$ cat config.mk
export PLATFORM = sky130hd
export DESIGN_NAME = loteria_param
export DESIGN_NICKNAME = d
export VERILOG_FILES = /design/src/rtl/loteria_param.sv
export SDC_FILE = /design/constraint.sdc
export NUM_CORES = 1
export LEC_CHECK = 0
export CORE_MARGIN = 2
export CORE_UTILIZATION = 25
export CTS_BUF_LIST = sky130_fd_sc_hd__clkbuf_2
export CTS_CLUSTER_DIAMETER = 200
export DETAILED_ROUTE_END_ITERATION = 10
export PLACE_DENSITY_LB_ADDON = 0.3
export REMOVE_ABC_BUFFERS = 1
export SLEW_MARGIN = 20
export SYNTH_ARGS = -nofsm -noshare
export SYNTH_HDL_FRONTEND = slang
export SYNTH_SLANG_ARGS = --single-unit
export TNS_END_PERCENT = 10
$ cat constraint.sdc
create_clock -name clock -period 7.9 [get_ports clock]
set_input_delay 2.37 -clock clock [delete_from_list [all_inputs] [get_ports clock]]
set_output_delay 2.37 -clock clock [all_outputs]
set_load 0.02 [all_outputs]
$ cat src/rtl/loteria_param.sv
// ---------------------------------------------------------------------------
// loteria_param
//   Lottery ticket checker. Ticket digits arrive one per cycle on numero/insere
//   and are compared, digit 0 first, against a stored draw. When the last digit
//   is accepted, the length of the matching leading prefix selects a prize. The
//   prize code is registered and qualified by a one-cycle premio_valid pulse.
//   Saturating counters keep a tally of completed tickets and of each prize.
//
// Ports
//   clock        : rising-edge clock
//   reset        : synchronous, active-low reset
//   numero       : ticket digit, qualified by insere
//   insere       : digit-valid strobe
//   cancela      : abort the ticket in progress
//   load         : replace the stored draw with sorteio_in (honoured only when idle)
//   sorteio_in   : new draw, digit 0 in the most significant DW bits
//   fim_jogo     : end of game; clears the counters and premio, aborts the ticket
//   premio       : 00 none, 01 prize 1, 10 prize 2, 11 prize 3
//   premio_valid : one-cycle pulse after a ticket completes
//   p1, p2, p3   : number of tickets that earned prize 1, 2 and 3
//   jogos        : number of completed tickets
//   busy         : a ticket is partially entered
// ---------------------------------------------------------------------------
module loteria_param #(
  parameter int                   DIGITS       = 5,
  parameter int                   DW           = 4,
  parameter int                   CW           = 5,
  parameter logic [DIGITS*DW-1:0] SORTEIO_INIT = {4'd5, 4'd3, 4'd8, 4'd2, 4'd0},
  parameter int                   P2_MIN       = 3,
  parameter int                   P3_MIN       = 2
) (
  input  logic                 clock,
  input  logic                 reset,
  input  logic [DW-1:0]        numero,
  input  logic                 insere,
  input  logic                 cancela,
  input  logic                 load,
  input  logic [DIGITS*DW-1:0] sorteio_in,
  input  logic                 fim_jogo,
  output logic [1:0]           premio,
  output logic                 premio_valid,
  output logic [CW-1:0]        p1,
  output logic [CW-1:0]        p2,
  output logic [CW-1:0]        p3,
  output logic [CW-1:0]        jogos,
  output logic                 busy
);

  localparam int IW = $clog2(DIGITS);
  localparam int KW = $clog2(DIGITS + 1);

  localparam logic [IW-1:0] LAST_IDX = IW'(DIGITS - 1);
  localparam logic [CW-1:0] CNT_MAX  = '1;

  localparam logic [1:0] PRZ_NONE = 2'b00;
  localparam logic [1:0] PRZ_1    = 2'b01;
  localparam logic [1:0] PRZ_2    = 2'b10;
  localparam logic [1:0] PRZ_3    = 2'b11;

  typedef enum logic {IDLE, COLLECT} state_t;

  state_t                 state_q, state_d;
  logic [IW-1:0]          idx_q, idx_d;        // index of the next digit expected
  logic [KW-1:0]          k_q, k_d;            // matching prefix length so far
  logic                   run_q, run_d;        // every digit so far has matched
  logic [DIGITS*DW-1:0]   sorteio_q, sorteio_d;
  logic [1:0]             premio_q, premio_d;
  logic                   premio_valid_q, premio_valid_d;
  logic [CW-1:0]          p1_q, p1_d;
  logic [CW-1:0]          p2_q, p2_d;
  logic [CW-1:0]          p3_q, p3_d;
  logic [CW-1:0]          jogos_q, jogos_d;

  logic [DW-1:0]          draw_digit [DIGITS];
  logic                   accept;
  logic                   complete;
  logic                   run_eff;
  logic                   hit;
  logic [KW-1:0]          k_eff;
  logic [KW-1:0]          k_new;
  logic [1:0]             prize;

  function automatic logic [CW-1:0] sat_inc(input logic [CW-1:0] v);
    return (v == CNT_MAX) ? v : v + 1'b1;
  endfunction

  // Unpack the stored draw; digit 0 lives in the most significant field.
  always_comb begin
    for (int i = 0; i < DIGITS; i++) begin
      draw_digit[i] = sorteio_q[(DIGITS-1-i)*DW +: DW];
    end
  end

  // Input decode in priority order: fim_jogo, cancela, load, insere. A digit
  // is accepted only when no higher-priority control is present this cycle.
  always_comb begin
    accept   = insere && !fim_jogo && !cancela && !load;
    complete = accept && (state_q == COLLECT) && (idx_q == LAST_IDX);

    // A ticket starting in IDLE has an empty, still-matching prefix. idx_q is
    // held at 0 whenever the FSM is idle, so it already points at digit 0.
    run_eff = (state_q == IDLE) ? 1'b1 : run_q;
    k_eff   = (state_q == IDLE) ? '0   : k_q;

    // Once a mismatch has been seen, later matching digits do not extend k.
    hit   = run_eff && (numero == draw_digit[idx_q]);
    k_new = k_eff + KW'(hit);

    if (int'(k_new) == DIGITS)      prize = PRZ_1;
    else if (int'(k_new) >= P2_MIN) prize = PRZ_2;
    else if (int'(k_new) >= P3_MIN) prize = PRZ_3;
    else                            prize = PRZ_NONE;
  end

  // Next-state logic.
  always_comb begin
    state_d = state_q;
    if (fim_jogo || cancela) begin
      state_d = IDLE;
    end else if (accept) begin
      state_d = complete ? IDLE : COLLECT;
    end
  end

  // Datapath next values.
  always_comb begin
    // NOTE: every signal gets a default before any branch, so no path can leave it unassigned and infer a latch.
    idx_d          = idx_q;
    k_d            = k_q;
    run_d          = run_q;
    sorteio_d      = sorteio_q;
    premio_d       = premio_q;
    premio_valid_d = 1'b0;
    p1_d           = p1_q;
    p2_d           = p2_q;
    p3_d           = p3_q;
    jogos_d        = jogos_q;

    if (fim_jogo) begin
      idx_d    = '0;
      premio_d = PRZ_NONE;
      p1_d     = '0;
      p2_d     = '0;
      p3_d     = '0;
      jogos_d  = '0;
    end else if (cancela) begin
      idx_d = '0;
    end else if (load) begin
      // A draw change mid-ticket would mix two draws in one comparison.
      if (state_q == IDLE) sorteio_d = sorteio_in;
    end else if (accept) begin
      if (complete) begin
        idx_d          = '0;
        premio_d       = prize;
        premio_valid_d = 1'b1;
        jogos_d        = sat_inc(jogos_q);
        case (prize)
          PRZ_1:   p1_d = sat_inc(p1_q);
          PRZ_2:   p2_d = sat_inc(p2_q);
          PRZ_3:   p3_d = sat_inc(p3_q);
          default: ;
        endcase
      end else begin
        idx_d = idx_q + 1'b1;
        k_d   = k_new;
        run_d = hit;
      end
    end
  end

  // State register.
  always_ff @(posedge clock) begin
    // NOTE: non-blocking assignments make every flop sample the pre-edge values, independent of statement order.
    if (!reset) begin
      state_q        <= IDLE;
      idx_q          <= '0;
      k_q            <= '0;
      run_q          <= 1'b1;
      sorteio_q      <= SORTEIO_INIT;
      premio_q       <= PRZ_NONE;
      premio_valid_q <= 1'b0;
      p1_q           <= '0;
      p2_q           <= '0;
      p3_q           <= '0;
      jogos_q        <= '0;
    end else begin
      state_q        <= state_d;
      idx_q          <= idx_d;
      k_q            <= k_d;
      run_q          <= run_d;
      sorteio_q      <= sorteio_d;
      premio_q       <= premio_d;
      premio_valid_q <= premio_valid_d;
      p1_q           <= p1_d;
      p2_q           <= p2_d;
      p3_q           <= p3_d;
      jogos_q        <= jogos_d;
    end
  end

  // Outputs.
  always_comb begin
    busy         = (state_q == COLLECT);
    premio       = premio_q;
    premio_valid = premio_valid_q;
    p1           = p1_q;
    p2           = p2_q;
    p3           = p3_q;
    jogos        = jogos_q;
  end

endmodule

# Word level (Yosys, flattened, before mapping)
# Cells that the tools add are included.
[op_classes]
addsub = 6
n_mul = 0
div = 0
magnitude_cmp = 3
eq_ne = 10
shifts = 0
muxes = 11
bitwise = 12
n_reduce_logical = 22
[op_table]
columns = ["op", "count"]
rows = [
  ["$add 5x1->5 const B", 4],
  ["$eq 5x5->1 const B", 4],
  ["$reduce_and 6->1", 3],
  ["$bmux 4 s3", 1],
  ["$not 1->1", 11],
  ["$reduce_and 5->1", 2],
  ["$mux 4", 2],
  ["$reduce_and 4->1", 2],
  ["$eq 3x3->1 const B", 2],
  ["$ge 3x2->1 const B", 2],
  ["$logic_and 1x1->1", 6],
  ["$mux 2", 3],
  ["$mux 3", 2],
  ["$reduce_or 5->1", 1],
  ["$eq 2x2->1 const B", 2],
  ["$eq 4x4->1", 1],
  ["$ge 4x4->1 const B", 1],
  ["$not 3->4", 1],
  ["$reduce_or 2->1", 2],
  ["$add 3x1->3", 1],
  ["$add 3x1->3 const B", 1],
  ["$logic_not 1->1", 3],
  ["$mux 1", 3],
  ["$reduce_or 3->1", 1],
  ["other kinds (3)", 3],
]
[totals]
register_bits = 51
latch_bits = 0
ram_bits = 0
rom_bits = 0
inputBits = 30
out_inout_bits = 24
elab_cells = 75
memories = 0

# Longest topological paths before layout
[depth]
depth_word = 13
ltp_mapped = 13
mapped_depth_nobuf = 12

# Least setup slack after synthesis
# Ideal clock, no wire load.
[synth_timing]
path_type = "input to register"
start = "in numero[3]"
end = "reg p3_q[3] (netlist: p3[3])"
setup_ns = 0.070
arrival_time_ns = 4.722
t_required_ns = 7.830
slack_ns = 3.108
cell_stages = 12
n_path_buf = 0
path_cell_list = "or3b_2 > o32a_1 > o311ai_0 > o21ai_0 > nor2_1 > ha_1 > ha_1 > and3b_1 > nor3_1 > nand4b_4 > or3_1 > a21oi_1"
[synth_between]
elab_chain_cells = 9
word_cells_on_any_way = 11
cone_classes = "add/sub (1); order compare (2); eq/ne (3); mux (3); reduce/logical (2)"
[synth_rtl]
columns = ["element", "line_no", "rtl"]
rows = [
  ["start, declared", "34", "input logic [DW-1:0] numero,"],
  ["$eq 4x4->1 *", "106", "hit = run_eff && (numero == draw_digit[idx_q]);"],
  ["$logic_and 1x1->1 *", "106", ""],
  ["net hit", "78", "logic hit;"],
  ["$add 3x1->3 *", "107", "k_new = k_eff + KW'(hit);"],
  ["$ge 3x2->1", "111", "else if (int'(k_new) >= P3_MIN) prize = PRZ_3;"],
  ["$mux 2", "111", ""],
  ["$mux 2", "110", "else if (int'(k_new) >= P2_MIN) prize = PRZ_2;"],
  ["$mux 2 *", "109", "if (int'(k_new) == DIGITS) prize = PRZ_1;"],
  ["$eq 2x2->1 *", "157", "case (prize)"],
  ["$reduce_and 6->1 (no line) *", "-", ""],
  ["end signal, assigned", "196", "p3_q <= p3_d;"],
  ["end, declared", "71", "logic [CW-1:0] p3_q, p3_d;"],
]
# The timed path passes the listed nets; every way through them passes the cells marked *.
# A chain may end at the register's enable or synchronous reset.

# Final worst setup path
# Same ends and word-level chain as after synthesis.

==> impl_metrics.csv <==
group,metric,value,unit
synthesis,synth_compound_area_frac,0.141,
clocking,cts_sinks,51,
clocking,cts.clk_slew.worst_paths,0.25,ns
sta,holdWs,0.484,ns
finish,final_cell_mix,"nand2_1, clkdlybuf4s50_1, dfxtp_1",
synthesis,synthSimpleGateAreaFrac,0.278,
synthesis,ys_ff_latch,51,
place,gp_congestion,0.710,
routing,first_pass_iters,4,
die,start_util,0.255,
global_routing,grt.overflow.total,0,
sta,setup_viol,0,
sta,tns,0,ns
synthesis,netlist-cell-type-count,52,
synthesis,ys.flop_type,"dfxtp_1",
sta,min_period,5.23,ns
synthesis,muxShareOfSynthArea,0.0559,
synthesis,synth_edf_count,0,
finish,drive_gt1_frac,0.0638,
finish,post-route-util,0.323,
clocking,cts_buffer_depth,2,
clocking,htree_levels,2,
die,die_h,106,um
global_routing,grtUsageTotal,0.109,
sta,fin_crit_sh,0.662,
worst_setup_path,worstPathRequired,8.24,ns
synthesis,async_flop_share,0,
global_routing,grt_pass1_wl,9880,um
synthesis,syn_area_per_cell,8.74,um^2
power,cellLeakagePower,1.22,nW
power,ir_drop,0.0548,mV
sta,relSlewSlack,0.430,
synthesis,syn_inst,297,
clocking,numCtsBuffers,5,
finish,final_net_count,386,
power,clkPwrFrac,0.308,
clocking,hold_buffers,0,
die,die_x,106,um
sta,hold_viol_final,0,
worst_setup_path,crit_type,"in2reg",
routing,postRouteAntennaNets,0,
sta,tightest_slew,0.852,ns
clocking,cts_resized,0,
finish,syn2layout_area_growth,26.9,%
clocking,insertion_delay,0.42,ns
synthesis,synth_top_family_by_area,"simple AND/OR/NAND/NOR gates",
power,power.density,134,mW/mm^2
routing,vias,2162,
power,p_sw,0.000104,W
sta,slew_violations,0,
place,dp_hpwl,4220,um
routing,vias_per_cell,4.49,
routing,routedWlPerCell,12.3,um
finish,diodes,0,
clocking,post_cts_buffers,0,
worst_setup_path,path_max_fanout,7,
sta,fin_worst_skew,0.0312,ns
die,die-area,0.0112,mm^2
worst_setup_path,worstPathArrival,5.57,ns
power,comb_power_share,0.089,
global_routing,antenna_found_initial,0,
power,sw_frac_of_total,0.236,
synthesis,synth_seq_area_share,0.393,
power,sequentialPowerShare,0.603,
die,placeableCoreArea,0.0102,mm^2
clocking,cts-root-buf,"clkbuf_2",
worst_setup_path,critPathLaunchType,"primary input",
die,ios,54,
worst_setup_path,endpoint_kind,"flop",
global_routing,grt_pass1_vias,2130,
routing,drc_errors,0,
synthesis,synth_xor_area_frac,0.0338,
sta,rsz0062_at_grt,"false",
finish,final_common_cell,"nand2_1",
die,rows,37,
power,intPower,0.000336,W
sta,fmax,0.191,GHz
synthesis,syn_area,0.00259,mm^2
status,status,"finished clean",
global_routing,grt_max_degree,28,
clocking,cts_tree,"done",
place,io_buffer_count,53,
synthesis,synthAdderAreaFrac,0.0579,
synthesis,yosys_warnings,0,
routing,drt_wl_total,5900,um
job,max-cap-violations,0,
routing,drt-initial-drc-count,98,
worst_hold_path,holdCritPathClass,"reg2reg",
## final cells by class
cell class,count,area (um^2)
multi-input cells,224,1470
clock inverters,3,38.8
inverters,9,33.8
well taps,136,170
flip-flops and latches,51,1020
fillers,1108,6890
clock buffers,5,25.0
repair buffers,53,531
## flip-flops by register name, summed over array words and instances, names as in the netlist
register	count
jogos	5
p3	5
p2	5
run_q	1
p1	5
premio	2
draw_digit	20
premio_valid	1
k_q	3
idx_q	3
busy	1
## synth_stat cells, drive strengths merged (2+ instances only)
| cell | instances | share of area |
|---|---|---|
| o21ai | 5 | 0.0096 |
| a2111oi | 2 | 0.014 |
| o211ai | 3 | 0.0087 |
| a22oi | 2 | 0.0058 |
| nand2b | 4 | 0.0096 |
| nand2 | 56 | 0.081 |
| mux2 | 4 | 0.017 |
| a21oi | 11 | 0.021 |
| a21boi | 17 | 0.049 |
| nand4 | 2 | 0.0048 |
| or3 | 3 | 0.0072 |
| inv | 9 | 0.013 |
| a311oi | 2 | 0.0068 |
| nand3b | 2 | 0.0058 |
| mux2i | 10 | 0.039 |
| xor2 | 8 | 0.027 |
| ha | 12 | 0.058 |
| xnor2 | 2 | 0.0068 |
| nand3 | 16 | 0.036 |
| clkbuf | 9 | 0.013 |
| and2 | 4 | 0.0096 |
| nor3b | 2 | 0.0058 |
| and3 | 8 | 0.020 |
| dfxtp | 51 | 0.39 |
| buf | 3 | 0.0092 |
| nor3 | 6 | 0.016 |
| nor2 | 26 | 0.044 |
## power by group through the flow
stage	clock network, W	logic, W	registers [W]
finish	0.000135	0.0000392	0.000265
global route	0.000149	0.0000438	0.000266
CTS	0.000142	0.0000398	0.000265
detailed placement	0	0.0000395	0.000270
global placement	0	0.0000389	0.000270
floorplan	0	0.0000172	0.000269
## final timing paths
check | depth (start not counted) | from | slack [ns] | endpoint
setup / recovery | 13 | numero[3] | 2.67 | p3[3]
hold / removal | 2 | draw_digit[17] | 0.48 | draw_digit[17]
setup reg to reg | 12 | idx_q[1] | 4.05 | p3[3]
hold reg to reg | 2 | draw_digit[17] | 0.48 | draw_digit[17]
## critical path: stages
cell and delay, ns:
clkdlybuf4s50_1 0.52, or3b_2 0.45, o32a_1 0.16, o311ai_0 0.13
o21ai_0 0.18, nor2_1 0.14, ha_1 0.17, ha_1 0.15
and3b_1 0.20, nor3_1 0.37, nand4b_4 0.21, or3_1 0.38
a21oi_1 0.13
## stage by stage
stage / power [W] / worst slack, ns / instance area [um^2] / instances
3_3_place_gp: 0.000309 / 2.29 / 3230 / 473
6_report: 0.000440 / 2.67 / 3290 / 481
5_1_grt: 0.000458 / 2.49 / 3290 / 481
4_1_cts: 0.000447 / 2.66 / 3290 / 481
3_5_place_dp: 0.000309 / 2.20 / 3230 / 473
2_1_floorplan: 0.000286 / 3.10 / 2520 / 284
## metal layers
layer | routed length (um) | share of wire | vias up | track usage
met5 | 0 | 0 | - | 0
met4 | 88 | 0.015 | 0 | 0.0385
met3 | 327 | 0.055 | 6 | 0.0322
met2 | 2600 | 0.44 | 40 | 0.173
met1 | 2880 | 0.49 | 992 | 0.141
li1 | - | - | 1124 | -
## cells by family after synthesis
logic type / Yosys count
compound gates: 50
fa+ha+maj: 12
buf+inv: 22
flops: 51
mux: 14
simple gates: 138
xor+xnor: 10
No activity file was read; power rests on OpenSTA's default activity.
